--- src/rtl/rst_seq_pkg.sv ---
// Shared definitions for the reset sequencer: FSM state encoding and
// default timing constants for a 50 MHz system clock.
package rst_seq_pkg;

  typedef enum logic [2:0] {
    HOLD,
    REL_SPI,
    WAIT_INIT,
    REL_DISP,
    RUN,
    FAULT
  } state_t;

  localparam int unsigned DEF_SYS_CLK_SPEED       = 50_000_000;
  localparam int unsigned DEF_HOLD_CYCLES         = 20;
  localparam int unsigned DEF_DEBOUNCE_CYCLES     = 500_000;
  localparam int unsigned DEF_INIT_TIMEOUT_CYCLES = 5_000_000;
  localparam int unsigned DEF_MAX_RETRIES         = 3;

  function automatic int unsigned max2(input int unsigned a, input int unsigned b);
    return (a > b) ? a : b;
  endfunction

endpackage

--- src/rtl/btn_debounce.sv ---
// Two-flop synchroniser plus saturating debounce counter for an active-low
// pushbutton; emits one btn_req pulse per press. DEBOUNCE_CYCLES must be >= 2.
module btn_debounce
  import rst_seq_pkg::*;
#(
  parameter int unsigned DEBOUNCE_CYCLES = DEF_DEBOUNCE_CYCLES
) (
  input  logic clk,
  input  logic reset_n,
  input  logic btn_n,
  output logic btn_req
);

  localparam int unsigned CW = (DEBOUNCE_CYCLES > 1) ? $clog2(DEBOUNCE_CYCLES) : 1;
  localparam logic [CW-1:0] CNT_LAST = CW'(DEBOUNCE_CYCLES - 1);
  localparam logic [CW-1:0] CNT_PRE  = CW'(DEBOUNCE_CYCLES - 2);

  logic          sync_q1;
  logic          sync_q2;
  logic [CW-1:0] cnt_q;

  // NOTE: sequential state uses non-blocking assignments so every flop samples
  // pre-edge values; blocking here would collapse the synchroniser to one stage.
  always_ff @(posedge clk or negedge reset_n) begin
    if (!reset_n) begin
      sync_q1 <= 1'b1;
      sync_q2 <= 1'b1;
      cnt_q   <= '0;
      btn_req <= 1'b0;
    end else begin
      sync_q1 <= btn_n;
      sync_q2 <= sync_q1;
      if (sync_q2)
        cnt_q <= '0;
      else if (cnt_q != CNT_LAST)
        cnt_q <= cnt_q + 1'b1;
      // Fires on the edge where the count steps onto its saturation value.
      btn_req <= ~sync_q2 && (cnt_q == CNT_PRE);
    end
  end

endmodule

--- src/rtl/rst_sequencer.sv ---
// Power-on / pushbutton reset sequencer: holds SPI and display resets, starts
// accelerometer init, retries on timeout and parks in FAULT after MAX_RETRIES.
module rst_sequencer
  import rst_seq_pkg::*;
#(
  parameter int unsigned SYS_CLK_SPEED       = DEF_SYS_CLK_SPEED,
  parameter int unsigned HOLD_CYCLES         = DEF_HOLD_CYCLES,
  parameter int unsigned DEBOUNCE_CYCLES     = DEF_DEBOUNCE_CYCLES,
  parameter int unsigned INIT_TIMEOUT_CYCLES = DEF_INIT_TIMEOUT_CYCLES,
  parameter int unsigned MAX_RETRIES         = DEF_MAX_RETRIES
) (
  input  logic clk,
  input  logic reset_n,
  input  logic btn_n,
  input  logic init_done,
  output logic spi_rst,
  output logic disp_rst,
  output logic init_start,
  output logic sys_ready,
  output logic init_fault
);

  localparam int unsigned CNT_MAX = max2(HOLD_CYCLES, INIT_TIMEOUT_CYCLES);
  localparam int unsigned CW      = (CNT_MAX > 1) ? $clog2(CNT_MAX) : 1;
  localparam int unsigned RW      = $clog2(MAX_RETRIES + 1);

  localparam logic [CW-1:0] HOLD_LAST    = CW'(HOLD_CYCLES - 1);
  localparam logic [CW-1:0] TIMEOUT_LAST = CW'(INIT_TIMEOUT_CYCLES - 1);

  state_t        state_q, state_d;
  logic [CW-1:0] cnt_q, cnt_d;
  logic [RW-1:0] retry_q, retry_d;
  logic          btn_req;

  btn_debounce #(
    .DEBOUNCE_CYCLES(DEBOUNCE_CYCLES)
  ) u_btn_debounce (
    .clk    (clk),
    .reset_n(reset_n),
    .btn_n  (btn_n),
    .btn_req(btn_req)
  );

  // NOTE: every variable gets a default before the case so no path leaves one
  // unassigned, which would otherwise infer a latch.
  always_comb begin
    state_d = state_q;
    cnt_d   = cnt_q;
    retry_d = retry_q;
    if (btn_req) begin
      state_d = HOLD;
      cnt_d   = '0;
      retry_d = '0;
    end else begin
      case (state_q)
        HOLD: begin
          if (cnt_q == HOLD_LAST) begin
            state_d = REL_SPI;
            cnt_d   = '0;
          end else begin
            cnt_d = cnt_q + 1'b1;
          end
        end
        REL_SPI: begin
          state_d = WAIT_INIT;
          cnt_d   = '0;
        end
        WAIT_INIT: begin
          // init_done is tested first so it wins a tie with the timeout.
          if (init_done) begin
            state_d = REL_DISP;
            cnt_d   = '0;
          end else if (cnt_q == TIMEOUT_LAST) begin
            cnt_d   = '0;
            retry_d = retry_q + 1'b1;
            state_d = (32'(retry_q) + 32'd1 < MAX_RETRIES) ? HOLD : FAULT;
          end else begin
            cnt_d = cnt_q + 1'b1;
          end
        end
        REL_DISP: state_d = RUN;
        RUN:      state_d = RUN;
        FAULT:    state_d = FAULT;
        default: begin
          state_d = HOLD;
          cnt_d   = '0;
          retry_d = '0;
        end
      endcase
    end
  end

  // Outputs are decoded from the next state so they change on the same edge
  // as the state register, without a combinational path to the pins.
  always_ff @(posedge clk or negedge reset_n) begin
    if (!reset_n) begin
      state_q    <= HOLD;
      cnt_q      <= '0;
      retry_q    <= '0;
      spi_rst    <= 1'b1;
      disp_rst   <= 1'b1;
      init_start <= 1'b0;
      sys_ready  <= 1'b0;
      init_fault <= 1'b0;
    end else begin
      state_q    <= state_d;
      cnt_q      <= cnt_d;
      retry_q    <= retry_d;
      spi_rst    <= (state_d == HOLD) || (state_d == FAULT);
      disp_rst   <= (state_d == HOLD) || (state_d == REL_SPI) ||
                    (state_d == WAIT_INIT) || (state_d == FAULT);
      init_start <= (state_d == REL_SPI);
      sys_ready  <= (state_d == RUN);
      init_fault <= (state_d == FAULT);
    end
  end

endmodule

--- config.mk ---
export PLATFORM = sky130hd
export DESIGN_NAME = rst_sequencer
export DESIGN_NICKNAME = d
export VERILOG_FILES = /design/src/rtl/rst_seq_pkg.sv /design/src/rtl/btn_debounce.sv /design/src/rtl/rst_sequencer.sv
export SDC_FILE = /design/constraint.sdc
export NUM_CORES = 1
export LEC_CHECK = 0
export ABC_AREA = 1
export CAP_MARGIN = 20
export CORE_UTILIZATION = 35
export DETAILED_ROUTE_END_ITERATION = 7
export PLACE_DENSITY_LB_ADDON = 0.25
export SYNTH_ARGS = -nofsm -noshare
export SYNTH_HDL_FRONTEND = slang
export SYNTH_SLANG_ARGS = --single-unit
--- constraint.sdc ---
create_clock -name clk -period 2.7 [get_ports clk]
set_clock_uncertainty 0.05 [all_clocks]
set_input_delay 0.54 -clock clk [delete_from_list [all_inputs] [get_ports clk]]
set_output_delay 0.54 -clock clk [all_outputs]
set_load 0.02 [all_outputs]
---- After elaboration in Yosys (flattened, before gate mapping) ----
Cells that the tools add are included.
storage, ports and cells
  register bits ........................... 55
  word-level logic and storage cells ...... 64
  output and inout bits ................... 5
operators by class
  multiplexer cells ....................... 17
  $lt $le $gt $ge ......................... 1
  reductions and logical operators ........ 12
  bitwise gates (word level) .............. 1
  add/sub/neg operators ................... 4
  equality and inequality tests ........... 17
operators by type and width
  kind                   count
  $mux 23                4
  $pmux 23 s3            1
  $mux 19                2
  $add 23x1->23 const B  1
  $eq 23x23->1 const B   1
  $eq 23x5->1 const B    1
  $add 19x1->19 const B  1
  $eq 19x19->1 const B   1
  $ne 19x19->1 const B   1
  $mux 3                 5
  $pmux 3 s5             1
  $eq 3x3->1 const B     4
  $eq 3x2->1 const B     3
  $eq 3x1->1 const B     2
  $logic_not 3->1        2
  $mux 2                 3
  $ne 3x2->1 const B     2
  $reduce_or 5->1        1
  $logic_or 1x1->1       4
  $ne 2x1->1 const B     2
  $pmux 2 s2             1
  $add 2x1->3 const B    1
  $lt 3x2->1 const B     1
  $reduce_and 3->1       1
  other kinds (6)        6

---- Logic depth before layout (Yosys ltp) ----
  word-level depth ........................ 11
  gate-level depth with buffers ........... 13
  gate-level depth less buffers ........... 13

---- Modules after synthesis ----
A second synthesis with hierarchy kept.
second synthesis, totals
  cells, all modules ...................... 456
  area total of the unflattened synthesis .. 3467.1 µm²
by module, submodules not included
  module         instances  area each (µm²)  cells an instance
  rst_sequencer  1          2205.9           294
  btn_debounce   1          1261.2           162

---- Worst setup path after synthesis ----
OpenSTA, ideal clock, no wires.
  path kind ............................... reg2reg
  from .................................... register cnt_q[0]
  to ...................................... register cnt_q[10]
  library setup time ...................... 130 ps
  clock period less this slack ............ 1631 ps
  path buffers ............................ 1
  slack ................................... 1069 ps
  cell stages (with the launch flop) ...... 12
  data arrival time ....................... 1452 ps
  path through ............................ dfrtp_1 ha_1 nand3_2 nor2_1 nand3_1 nand2_1 nand2_2 nand2_4 nand2_4 clkinv_4 buf_6 nor3_2
on the way
  cells in the longest elaborated chain, start to end .. 5
  elaborated cells on any way between the ends .. 8
  classes of those cells .................. add/sub (1); eq/ne (2); mux (5)
ends and longest elaborated chain
  item                                                  RTL line                                                       source
  start: declaration                                    rst_sequencer.sv:31                                            logic [CW-1:0] cnt_q, cnt_d;
  start signal: assignment                              rst_sequencer.sv:107                                           cnt_q <= cnt_d;
  $add 23x1->23 / $eq 23x23->1 (equally long branches)  rst_sequencer.sv:61, rst_sequencer.sv:78, rst_sequencer.sv:73
  $mux 23                                               rst_sequencer.sv:73                                            end else if (cnt_q == TIMEOUT_LAST) begin
  $mux 23                                               rst_sequencer.sv:70                                            if (init_done) begin
  $pmux 23 s3 (*)                                       rst_sequencer.sv:55                                            case (state_q)
  $mux 23 (*)                                           rst_sequencer.sv:50                                            if (btn_req) begin
Mark *: on every way between the ends. The rest lies on a longest branch, timed or not.
A chain may end at the register's enable or synchronous reset.

---- Final worst setup path ----
  from .................................... register spi_rst
  to ...................................... output spi_rst
RTL lines
  item                      RTL line              source
  start: declaration        rst_sequencer.sv:16   output logic spi_rst,
  start signal: assignment  rst_sequencer.sv:109  spi_rst <= (state_d == HOLD) || (state_d == FAULT);
No word-level cell between the ends.

==> summary.md <==
| Metric | Value |
|---|---|
| Status | `completed` |
| First-pass GRT wire length | `12310 microns` |
| Cell depth of the worst flop-to-flop path | `9` |
| H-Tree Level Count | `2` |
| Grt ovf | `0` |
| Worst reg2reg path startpoint | `state_q[1]` |
| Routability cong. | `0.9062` |
| Hold WC Path Type | `in2async` |
| Top Ports | `9` |
| Least-Margin Pin Slew | `702.9 ps` |
| Util after Layout | `40.18%` |
| Reg area | `0.001381 sq mm` |
| Num rows | `34` |
| DR iter-0 viols | `116` |
| Sequential area share after synthesis | `42.17%` |
| DR vias/cell | `5.062` |
| Max FO, Critical Path | `1` |
| Initial Utilization | `36.84%` |
| CTS Sinks | `55` |
| CTS tree | `built` |
| Setup-failing EPs final | `0` |
| Post-route DRC violation count | `0` |
| Number of synthesized register bits | `55` |
| WS Path Type | `reg2out` |
| Antenna diodes | `0` |
| Hold-fix buffers, CTS | `0` |
| DP HPWL | `5186 microns` |
| Slew HR | `53.14%` |
| Fill cells | `890` |
| Core area | `0.008891 sq mm` |
| Post-synthesis cell type count | `43` |
| DR WL/cell | `12.52 microns` |
| Crit. Startpoint | `spi_rst` |
| Fmax | `495.0 MHz` |
| Clock buffer depth | `2` |
| Input/output buffers | `8` |
| Pin count of the biggest net entering global routing | `56` |
| Most common cell after layout, fill and taps aside | `nand2_1` |
| Crit path DAT | `1430 ps` |
| Data required time at the worst endpoint | `2110 ps` |
| CP startpoint kind | `flop` |
| Worst setup EP type | `output pin` |
| Synth Net Count | `439` |
| Syn-to-layout area delta | `9.053%` |
| Vias in the first global route | `2735` |
| Area of the multi-input gates | `0.001605 sq mm` |
| Area leader, netlist | `dfrtp_1` |
| # nets final | `451` |
| TritonCTS Buffers | `5` |
| Gates resized, CTS repair | `0` |
| Top cell type's share of synthesized area | `38.96%` |
| Final slew viol count | `0` |
| Initial antenna violation count | `0` |
| Worst Path Buf+Inv | `1` |
| Post-Route Setup TNS | `0 ps` |
| Main area contributors after synthesis | `dfrtp_1 39%, nand2_1 8.9%, nor2_1 7.3%` |
| Final hold violation count | `0` |
| Critical Path Stages | `1` |
| Reg2reg setup slack | `770 ps` |
| Pwr Density | `398.7 mW/mm^2` |
| Routed WL | `6899 microns` |
| Maxcap violations | `0` |
| Min Tclk post-route | `2020 ps` |
| Die Area | `0.009750 sq mm` |
| Die H | `98.74 microns` |
| Worst IR Drop VDD | `0.0002059 V` |
| Setup Fix Bufs, Post-CTS | `0` |
| Root buf cell | `clkbuf_8` |
| Synth Cell Area | `0.003276 sq mm` |
| Syn Area/Cell | `7.618 sq um` |
| Ys Warns | `0` |
| Post-synthesis cell count | `430` |
| Slowest cell on crit path | `clkdlybuf4s50_1` |
| Tot GR Track Use | `15.42%` |
| Drt pass-1 iters | `4` |
| Tcrit/Tclk final | `74.83%` |
| Routed Antenna Nets | `0` |
| Worst path cell trace | `clkdlybuf4s50_1` |
| Critical Path Max Stage Delay | `590 ps` |
| Crit-path leading delay family | `buffers and inverters` |
| DIE WIDTH | `98.74 microns` |
| Worst-Skew Late Latency | `310 ps` |
| Clock transition at path regs | `110 ps` |
| Layout cell share with drive strength beyond 1 | `10.84%` |
| Via count | `2789` |
| Most frequent cells in the layout | `78 x nand2_1, 64 x nor2_1, 61 x inv_1, 51 x dfrtp_1, 27 x nand3_1` |
| RSZ-0062 raised after global routing | `false` |
| Static Leak | `1.651 nW` |
cell type report:
cell class / instances / area share [%]
clock buffer: 5 / 1.926
clock inverter: 3 / 1.226
inverter: 66 / 7.145
multi-input combinational: 305 / 44.94
sequential: 55 / 38.67
tap: 108 / 3.783
timing repair buffer: 9 / 2.312
layer usage:
layer,track usage (%),vias up,wire (microns)
met5,0,-,0
met1,20.87,1303,3413
li1,-,1433,-
met4,4.937,0,78
met2,25.23,46,3209
met3,2.482,7,198
where the power goes:
group,total (mW),switching (mW),internal [mW]
Sequential,0.836,0.00608,0.830
Combinational,0.0333,0.0250,0.00829
Clock,0.555,0.279,0.277
Total,1.42,0.310,1.11
sequential cells by signal (all words and copies together) (netlist names):
register                count
u_btn_debounce.btn_req      1
sys_ready                   1
retry_q                     2
u_btn_debounce.sync_q2      1
u_btn_debounce.cnt_q       19
init_fault                  1
cnt_q                      23
spi_rst                     1
state_q                     3
u_btn_debounce.sync_q1      1
disp_rst                    1
init_start                  1
path summary, 6_finish.rpt:
path,endpoint
setup / recovery,spi_rst
hold / removal,cnt_q[16]
setup reg to reg,cnt_q[7]
hold reg to reg,u_btn_debounce.sync_q2
max in group asynchronous,u_btn_debounce.cnt_q[11]
min in group clk,u_btn_debounce.sync_q2
worst reg2reg max path, cell delays in order (launching register included):
cell and delay, ps:
dfrtp_1 410, inv_1 150, nand3_1 140, nand3_2 120, inv_4 60, nor2_8 210, inv_2 190, nand2_4 160
clkinv_4 130, nor3_1 220
synthesized netlist by cell type:
cell / instances
nand3_2: 5
o211ai_1: 1
nor2_4: 3
xor2_1: 5
o21ai_2: 1
inv_4: 1
and3_1: 3
buf_6: 2
nor3_1: 18
or2_2: 1
ha_1: 5
a221oi_1: 1
o21ai_0: 22
nor2_2: 8
nand4_4: 1
nand3_1: 27
nor3_4: 1
nor2_1: 64
o22ai_1: 1
clkinv_4: 1
a211oi_1: 1
o21a_1: 2
inv_2: 3
nor2_8: 1
nor4_1: 4
inv_1: 61
or2_0: 1
nand2_1: 78
dfrtp_1: 51
nand2_4: 2
dfstp_2: 4
nand4_1: 17
nand2_2: 3
o21ai_1: 2
a22o_1: 1
clkbuf_1: 1
nor4_4: 1
a31oi_1: 3
a21oi_1: 19
and2_1: 1
o21bai_2: 1
nor3_2: 1
buf_4: 1
logic make-up (layout without fill, tap and decap cells):
family | after synthesis | in the layout | synth area share, %
compound gates | 55 | 55 | 9.397
xor+xnor | 5 | 5 | 1.337
fa+ha+maj | 5 | 5 | 1.910
buf+inv | 70 | 83 | 8.824
flops | 55 | 55 | 42.17
simple gates | 240 | 240 | 36.36
per-stage QoR:
stage | instance area [sq um] | total power [mW] | hold slack [ps] | worst slack [ps] | cells
finish | 3572 | 1.424 | 293.0 | 679.7 | 551
global route | 3572 | 1.486 | 319.4 | 579.3 | 551
CTS | 3572 | 1.448 | 313.9 | 661.7 | 551
detailed placement | 3460 | 0.8868 | 300.4 | 549.0 | 543
global placement | 3460 | 0.8867 | 298.8 | 631.8 | 543
floorplan | 3276 | 0.8609 | 194.4 | 1069 | 430
No activity file was read; power rests on OpenSTA's default activity.
